File: src/rtl/ray_normal_arbiter.sv
// Round-robin front end sharing one fixed-latency normal pipeline among N_REQ requesters,
// with result tagging and halt/drain control. Define NORMAL_ARB_PERF_EN for perf counters.
module ray_normal_arbiter #(
  parameter int N_REQ    = 4,
  parameter int ID_W     = 2,
  parameter int PIPE_LAT = 3
) (
  input  logic                  clk,
  input  logic                  rst,
  input  logic [N_REQ-1:0]      req_valid,
  output logic [N_REQ-1:0]      req_ready,
  input  logic [N_REQ-1:0]      req_obj_type,
  input  logic [N_REQ*96-1:0]   req_plane_normal,
  input  logic [N_REQ*96-1:0]   req_sphere_center,
  input  logic [N_REQ*96-1:0]   req_hit_pos,
  output logic                  pipe_new_data,
  output logic                  pipe_obj_type,
  output logic [95:0]           pipe_plane_normal,
  output logic [95:0]           pipe_sphere_center,
  output logic [95:0]           pipe_hit_pos,
  input  logic                  pipe_output_valid,
  input  logic [95:0]           pipe_hit_normal,
  output logic                  resp_valid,
  output logic [ID_W-1:0]       resp_id,
  output logic [95:0]           resp_normal,
  input  logic                  halt,
  output logic                  idle,
  output logic                  err_orphan
`ifdef NORMAL_ARB_PERF_EN
  ,
  output logic [31:0]           perf_issued,
  output logic [31:0]           perf_stall
`endif
);

  typedef enum logic [1:0] {S_RUN, S_DRAIN, S_HALTED} state_t;

  state_t               state_q;
  logic                 idle_q;
  logic [ID_W-1:0]      ptr_q;
  logic [ID_W-1:0]      cand;
  logic [ID_W-1:0]      gnt_id;
  logic                 gnt_any;
  logic [N_REQ-1:0]     gnt_vec;

  logic                 new_data_q;
  logic                 obj_type_q;
  logic [95:0]          plane_normal_q;
  logic [95:0]          sphere_center_q;
  logic [95:0]          hit_pos_q;
  logic [ID_W-1:0]      issue_id_q;

  logic [PIPE_LAT-1:0]  tag_v_q;
  logic [ID_W-1:0]      tag_id_q [PIPE_LAT];
  logic [PIPE_LAT-1:0]  inflight;
  logic                 drain_done;

  logic                 resp_valid_q;
  logic [ID_W-1:0]      resp_id_q;
  logic [95:0]          resp_normal_q;
  logic                 err_orphan_q;

  // Scan from the pointer upward with wrap; first valid requester wins.
  always_comb begin
    gnt_vec = '0;
    gnt_id  = '0;
    gnt_any = 1'b0;
    cand    = '0;
    if (!rst && state_q == S_RUN && !halt) begin
      for (int k = 0; k < N_REQ; k++) begin
        cand = ID_W'((int'(ptr_q) + k) % N_REQ);
        if (!gnt_any && req_valid[cand]) begin
          gnt_any = 1'b1;
          gnt_id  = cand;
        end
      end
      if (gnt_any) gnt_vec[gnt_id] = 1'b1;
    end
  end

  // The last tag stage retires this cycle, so it does not block the drain.
  always_comb begin
    inflight             = tag_v_q;
    inflight[PIPE_LAT-1] = 1'b0;
    drain_done           = !new_data_q && (inflight == '0);
  end

  always_ff @(posedge clk or posedge rst) begin
    if (rst) begin
      state_q <= S_RUN;
      idle_q  <= 1'b0;
    end else begin
      case (state_q)
        S_RUN: begin
          if (halt) state_q <= S_DRAIN;
          idle_q <= 1'b0;
        end
        S_DRAIN: begin
          if (!halt) begin
            state_q <= S_RUN;
            idle_q  <= 1'b0;
          end else if (drain_done) begin
            state_q <= S_HALTED;
            idle_q  <= 1'b1;
          end
        end
        S_HALTED: begin
          if (!halt) begin
            state_q <= S_RUN;
            idle_q  <= 1'b0;
          end
        end
        default: begin
          state_q <= S_RUN;
          idle_q  <= 1'b0;
        end
      endcase
    end
  end

  always_ff @(posedge clk or posedge rst) begin
    if (rst) begin
      ptr_q           <= '0;
      new_data_q      <= 1'b0;
      obj_type_q      <= 1'b0;
      plane_normal_q  <= '0;
      sphere_center_q <= '0;
      hit_pos_q       <= '0;
      issue_id_q      <= '0;
      tag_v_q         <= '0;
      for (int k = 0; k < PIPE_LAT; k++) tag_id_q[k] <= '0;
      resp_valid_q    <= 1'b0;
      resp_id_q       <= '0;
      resp_normal_q   <= '0;
      err_orphan_q    <= 1'b0;
    end else begin
      new_data_q <= gnt_any;
      if (gnt_any) begin
        ptr_q           <= ID_W'((int'(gnt_id) + 1) % N_REQ);
        obj_type_q      <= req_obj_type[gnt_id];
        plane_normal_q  <= req_plane_normal[int'(gnt_id)*96 +: 96];
        sphere_center_q <= req_sphere_center[int'(gnt_id)*96 +: 96];
        hit_pos_q       <= req_hit_pos[int'(gnt_id)*96 +: 96];
        issue_id_q      <= gnt_id;
      end
      tag_v_q[0]  <= new_data_q;
      tag_id_q[0] <= issue_id_q;
      for (int k = 1; k < PIPE_LAT; k++) begin
        tag_v_q[k]  <= tag_v_q[k-1];
        tag_id_q[k] <= tag_id_q[k-1];
      end
      resp_valid_q <= pipe_output_valid && tag_v_q[PIPE_LAT-1];
      if (pipe_output_valid && tag_v_q[PIPE_LAT-1]) begin
        resp_id_q     <= tag_id_q[PIPE_LAT-1];
        resp_normal_q <= pipe_hit_normal;
      end
      if (pipe_output_valid != tag_v_q[PIPE_LAT-1]) err_orphan_q <= 1'b1;
    end
  end

`ifdef NORMAL_ARB_PERF_EN
  logic [31:0] perf_issued_q;
  logic [31:0] perf_stall_q;

  always_ff @(posedge clk or posedge rst) begin
    if (rst) begin
      perf_issued_q <= '0;
      perf_stall_q  <= '0;
    end else begin
      if (gnt_any) perf_issued_q <= perf_issued_q + 32'd1;
      if ((|req_valid) && !gnt_any) perf_stall_q <= perf_stall_q + 32'd1;
    end
  end

  assign perf_issued = perf_issued_q;
  assign perf_stall  = perf_stall_q;
`endif

  assign req_ready          = gnt_vec;
  assign pipe_new_data      = new_data_q;
  assign pipe_obj_type      = obj_type_q;
  assign pipe_plane_normal  = plane_normal_q;
  assign pipe_sphere_center = sphere_center_q;
  assign pipe_hit_pos       = hit_pos_q;
  assign resp_valid         = resp_valid_q;
  assign resp_id            = resp_id_q;
  assign resp_normal        = resp_normal_q;
  assign idle               = idle_q;
  assign err_orphan         = err_orphan_q;

endmodule

File: config.mk
export PLATFORM = sky130hd
export DESIGN_NAME = ray_normal_arbiter
export DESIGN_NICKNAME = d
export VERILOG_FILES = /design/src/rtl/ray_normal_arbiter.sv
export SDC_FILE = /design/constraint.sdc
export NUM_CORES = 1
export LEC_CHECK = 0
export BUFFER_PORTS_ARGS = -buffer_cell sky130_fd_sc_hd__buf_2
export CORE_AREA = 2 2 649 651
export DETAILED_ROUTE_END_ITERATION = 8
export DIE_AREA = 0 0 651 653
export PLACE_DENSITY_LB_ADDON = 0.25
export SYNTH_ARGS = -nofsm -noshare
export SYNTH_HDL_FRONTEND = slang
export SYNTH_SLANG_ARGS = --single-unit
File: constraint.sdc
create_clock -name clk -period 19.5 [get_ports clk]
set_clock_uncertainty 0.15 [all_clocks]
set_input_delay 1.95 -clock clk [delete_from_list [all_inputs] [get_ports clk]]
set_output_delay 1.95 -clock clk [all_outputs]
set_load 0.02 [all_outputs]
==> key figures <==
Timing
  – Final setup vio count: 0
  – Part of the cycle the worst path needs: between 30% and 40%
  – Slew @ Worst Pin: 1.200 ns
  – Final-report hold violation count: 0
  – Setup TNS: 0 ns
  – F_max: roughly 0.15 GHz
  – Hold_ws: 0.1956 ns
  – Min cycle time layout: 6.847 ns
  – Setup WS post-layout: between 10 and 15 ns
  – Max-slew violation count: 0
  – Slew margin rel.: slightly below 20%
  – Unrepaired setup endpoints after global routing: false

Detailed routing
  – Routed WL: around 310 mm
  – Post-route antenna net violation count: 0
  – Detailed Routing Iterations Pass 1: 5
  – Initial DRC Count: 2111
  – Drt drc: 0
  – Detailed-route via count: 30050
  – DR WL/cell: 32.53 µm
  – Vias/cell: roughly 3.2

Setup path
  – Critical Path Sink Type: output port
  – Startpoint Class: input pin
  – WS Path Type: input pin to output port
  – Arr. time, crit path: approximately 4.8 ns
  – Worst Path Max Fanout: 34
  – Worst Path Required: about 17 ns

Yosys
  – Post-Synth XOR/XNOR Area: 0.03623%
  – Compound-Gate Fraction of Synth Area: between 20% and 30%
  – Largest cells by area after synthesis: dfrtp_1 (42%), a211oi_1 (15%), mux2i_1 (10%)
  – Post-synthesis area per instance: about 10 µm²
  – Multiplexer share of the synthesized area: between 10% and 20%
  – Yosys reg bits: 406
  – Post-synth top area share: a little over two fifths
  – Largest family of logic cells by synthesized area: compound AO/OA/AOI/OAI gates
  – Mapped cell area: around 24000 µm²
  – Syn nets: ~3600
  – Synth area leader: dfrtp_1
  – Mapped Cells: approximately 2300
  – Synth Area in Simple Gates: approximately 17%
  – Synth warnings: 0
  – Synth unique cells: 42
  – Register area share after synthesis: a little over two fifths
  – Area share of fa/ha/maj cells after synthesis: less than 1%

Final layout
  – NumNets Final: between 5000 and 6000
  – Final cell count without fillers: ~9500
  – Layout cells sized above 1: 50.95%
  – Final standard cell utilization of the core: approximately a tenth
  – Fill count: 48770
  – Final instance area: slightly above 40000 µm²
  – Layout area overhead: 71.11%

Die
  – Core area: between 400000 and 500000 µm²
  – Row count: about 240
  – Die height: ~650 µm
  – Initial Util: between 5 and 6%
  – IO Count: between 1500 and 2000
  – Die width: roughly 650 µm
  – Die Area: 425100 µm²

Clocking
  – H-tree levels: 3
  – Root Buffer: clkbuf_16
  – Clock sinks: about 400
  – TritonCTS clock tree: done
  – Worst-Skew Late Latency: just under 0.8 ns
  – CTS resizes: 0
  – Clk slew on worst S/H paths: approximately 0.050 ns
  – CTS max path bufs: 4
  – TritonCTS buffer count: between 70 and 80
  – Hold buffer count at cts: 0
  – Post-CTS Setup Repair Bufs: 0

Global routing
  – Total GRT Usage: ~14%
  – Initial antenna violation count: ~340
  – First-pass GRT wire length: between 300 and 400 mm
  – Maximum number of pins on one net before global-route repair: roughly 110
  – Number of global-route vias before repair: 29900
  – Total grt overflow: 0

Power and ir drop
  – Leakage: between 15 and 20 nW
  – Pwr/cell area: 138.3 nW/µm²
  – Worst vdd ir: 0.07442 mV
  – Pwr Total: roughly 5.7 mW

Hold path
  – Worst hold path type: flip-flop to flip-flop

Placed design
  – Placed Cells incl. Taps: between 9000 and 10000
  – Final RePlAce weighted congestion: 0.9464
  – Number of I/O port buffers: between 1500 and 2000
  – Placed instance area: 38590 µm²
  – Place WS: about 13 ns
  – HPWL after detailed placement: 264.6 mm

Job
  – Max_cap viols: 0

Run status
  – Status: complete, no violations
[power by group]
part           switching [mW]  internal, mW  total, mW
sequential              0.244          1.21       1.45
clock                   0.564         0.866       1.43
combinational            2.02         0.823       2.84
[Yosys cell counts]
library cell and n:
and2_1 1, nor3_1 74, and3_1 1, and3b_1 1, a41oi_1 1, clkbuf_4 1, nand2_1 67, o41ai_2 30
nor2b_1 1, nor3_4 1, ha_1 1, o21ai_1 1, mux2i_1 253, and2_0 1, nand3_1 7, clkbuf_1 174
a211oi_2 10, o21a_1 1, nor2_1 243, and4_1 267, a21oi_1 2, o31ai_1 21, a21o_1 23, buf_2 77
buf_6 18, or4_4 1, nand2b_1 2, buf_1 4, inv_1 2, xnor2_1 1, o211ai_1 21, inv_2 1
buf_4 8, a211oi_1 489, or2_2 2, a211o_1 1, nor3b_1 1, nand4_1 21, o21ai_0 3, mux2_2 99
dfrtp_1 406, o41ai_1 6
[placed cells by master, fill, tap and decap left out, types with 3 or more instances in the layout]
| cell type | netlist | final |
|---|---|---|
| nand2_1 | 67 | 65 |
| bufinv_16 | 0 | 9 |
| a211oi_1 | 489 | 486 |
| clkbuf_16 | 0 | 75 |
| buf_2 | 77 | 1654 |
| clkinvlp_4 | 0 | 7 |
| nand3_1 | 7 | 4 |
| clkbuf_1 | 174 | 9 |
| o31ai_1 | 21 | 21 |
| o41ai_2 | 30 | 30 |
| dfrtp_1 | 406 | 406 |
| buf_4 | 8 | 52 |
| diode_2 | 0 | 118 |
| nor3_1 | 74 | 74 |
| inv_6 | 0 | 3 |
| o211ai_1 | 21 | 21 |
| mux2_2 | 99 | 99 |
| clkinv_2 | 0 | 9 |
| mux2i_1 | 253 | 253 |
| and4_1 | 267 | 267 |
| a21o_1 | 23 | 21 |
| nor2_1 | 243 | 241 |
| o21ai_0 | 3 | 3 |
| nand4_1 | 21 | 21 |
| o41ai_1 | 6 | 6 |
| clkbuf_8 | 0 | 12 |
| a211oi_2 | 10 | 13 |
[layer usage]
metal  up-vias  global-route usage, %  wire, µm
met3       791                  6.831     33910
met2      1897                  23.36    146200
met1     14880                  15.16    116100
li1      12350                      -         -
met4       132                  4.795     13050
met5         -                      0       877
[kinds of logic (layout without fill, tap and decap cells)]
group	Yosys count	in the layout
XOR/XNOR	1	1
buffers and inverters	285	1836
AO/OA/AOI/OAI	609	609
other	0	118
flip-flops	406	406
AND/OR/NAND/NOR	691	691
multiplexers	352	352
adder cells (fa/ha/maj)	1	1
[final timing paths]
path,endpoint,cells after the start,slack [ns],start
setup / recovery,req_ready[3],7,12.65,halt
hold / removal,tag_id_q[0],0,0.20,tag_id_q[2]
setup reg to reg,pipe_sphere_center[40],8,14.18,ptr_q[1]
hold reg to reg,tag_id_q[0],0,0.20,tag_id_q[2]
max in group asynchronous,pipe_hit_pos[32],6,14.48,rst
min in group asynchronous,pipe_plane_normal[19],2,1.27,rst
[worst max-delay path, cell delays in order]
cell and delay (ns):
buf_2 0.12, or4_4 0.61, a21o_4 0.38, inv_8 0.38, nand3_2 0.74, nor2_1 0.30, buf_2 0.21
[sequential cells by signal (all words and copies together), names as in the netlist]
name                cells
err_orphan              1
tag_id_q                6
pipe_new_data           1
idle                    1
state_q                 2
pipe_obj_type           1
tag_v_q                 3
resp_id                 2
pipe_sphere_center     96
issue_id_q              2
pipe_plane_normal      96
ptr_q                   2
resp_valid              1
resp_normal            96
pipe_hit_pos           96
[final cells by class]
class	count	area [µm²]	share of cell area, %
antenna	118	295.3	0.7138
timing repair buffer	1708	8708	21.05
tap	5520	6907	16.70
clock buffer	96	2076	5.018
inverter	3	26.28	0.06352
clock inverter	29	402.9	0.9739
multi-input combinational	1654	12790	30.92
sequential	406	10160	24.56
No activity file was read; power rests on OpenSTA's default activity.
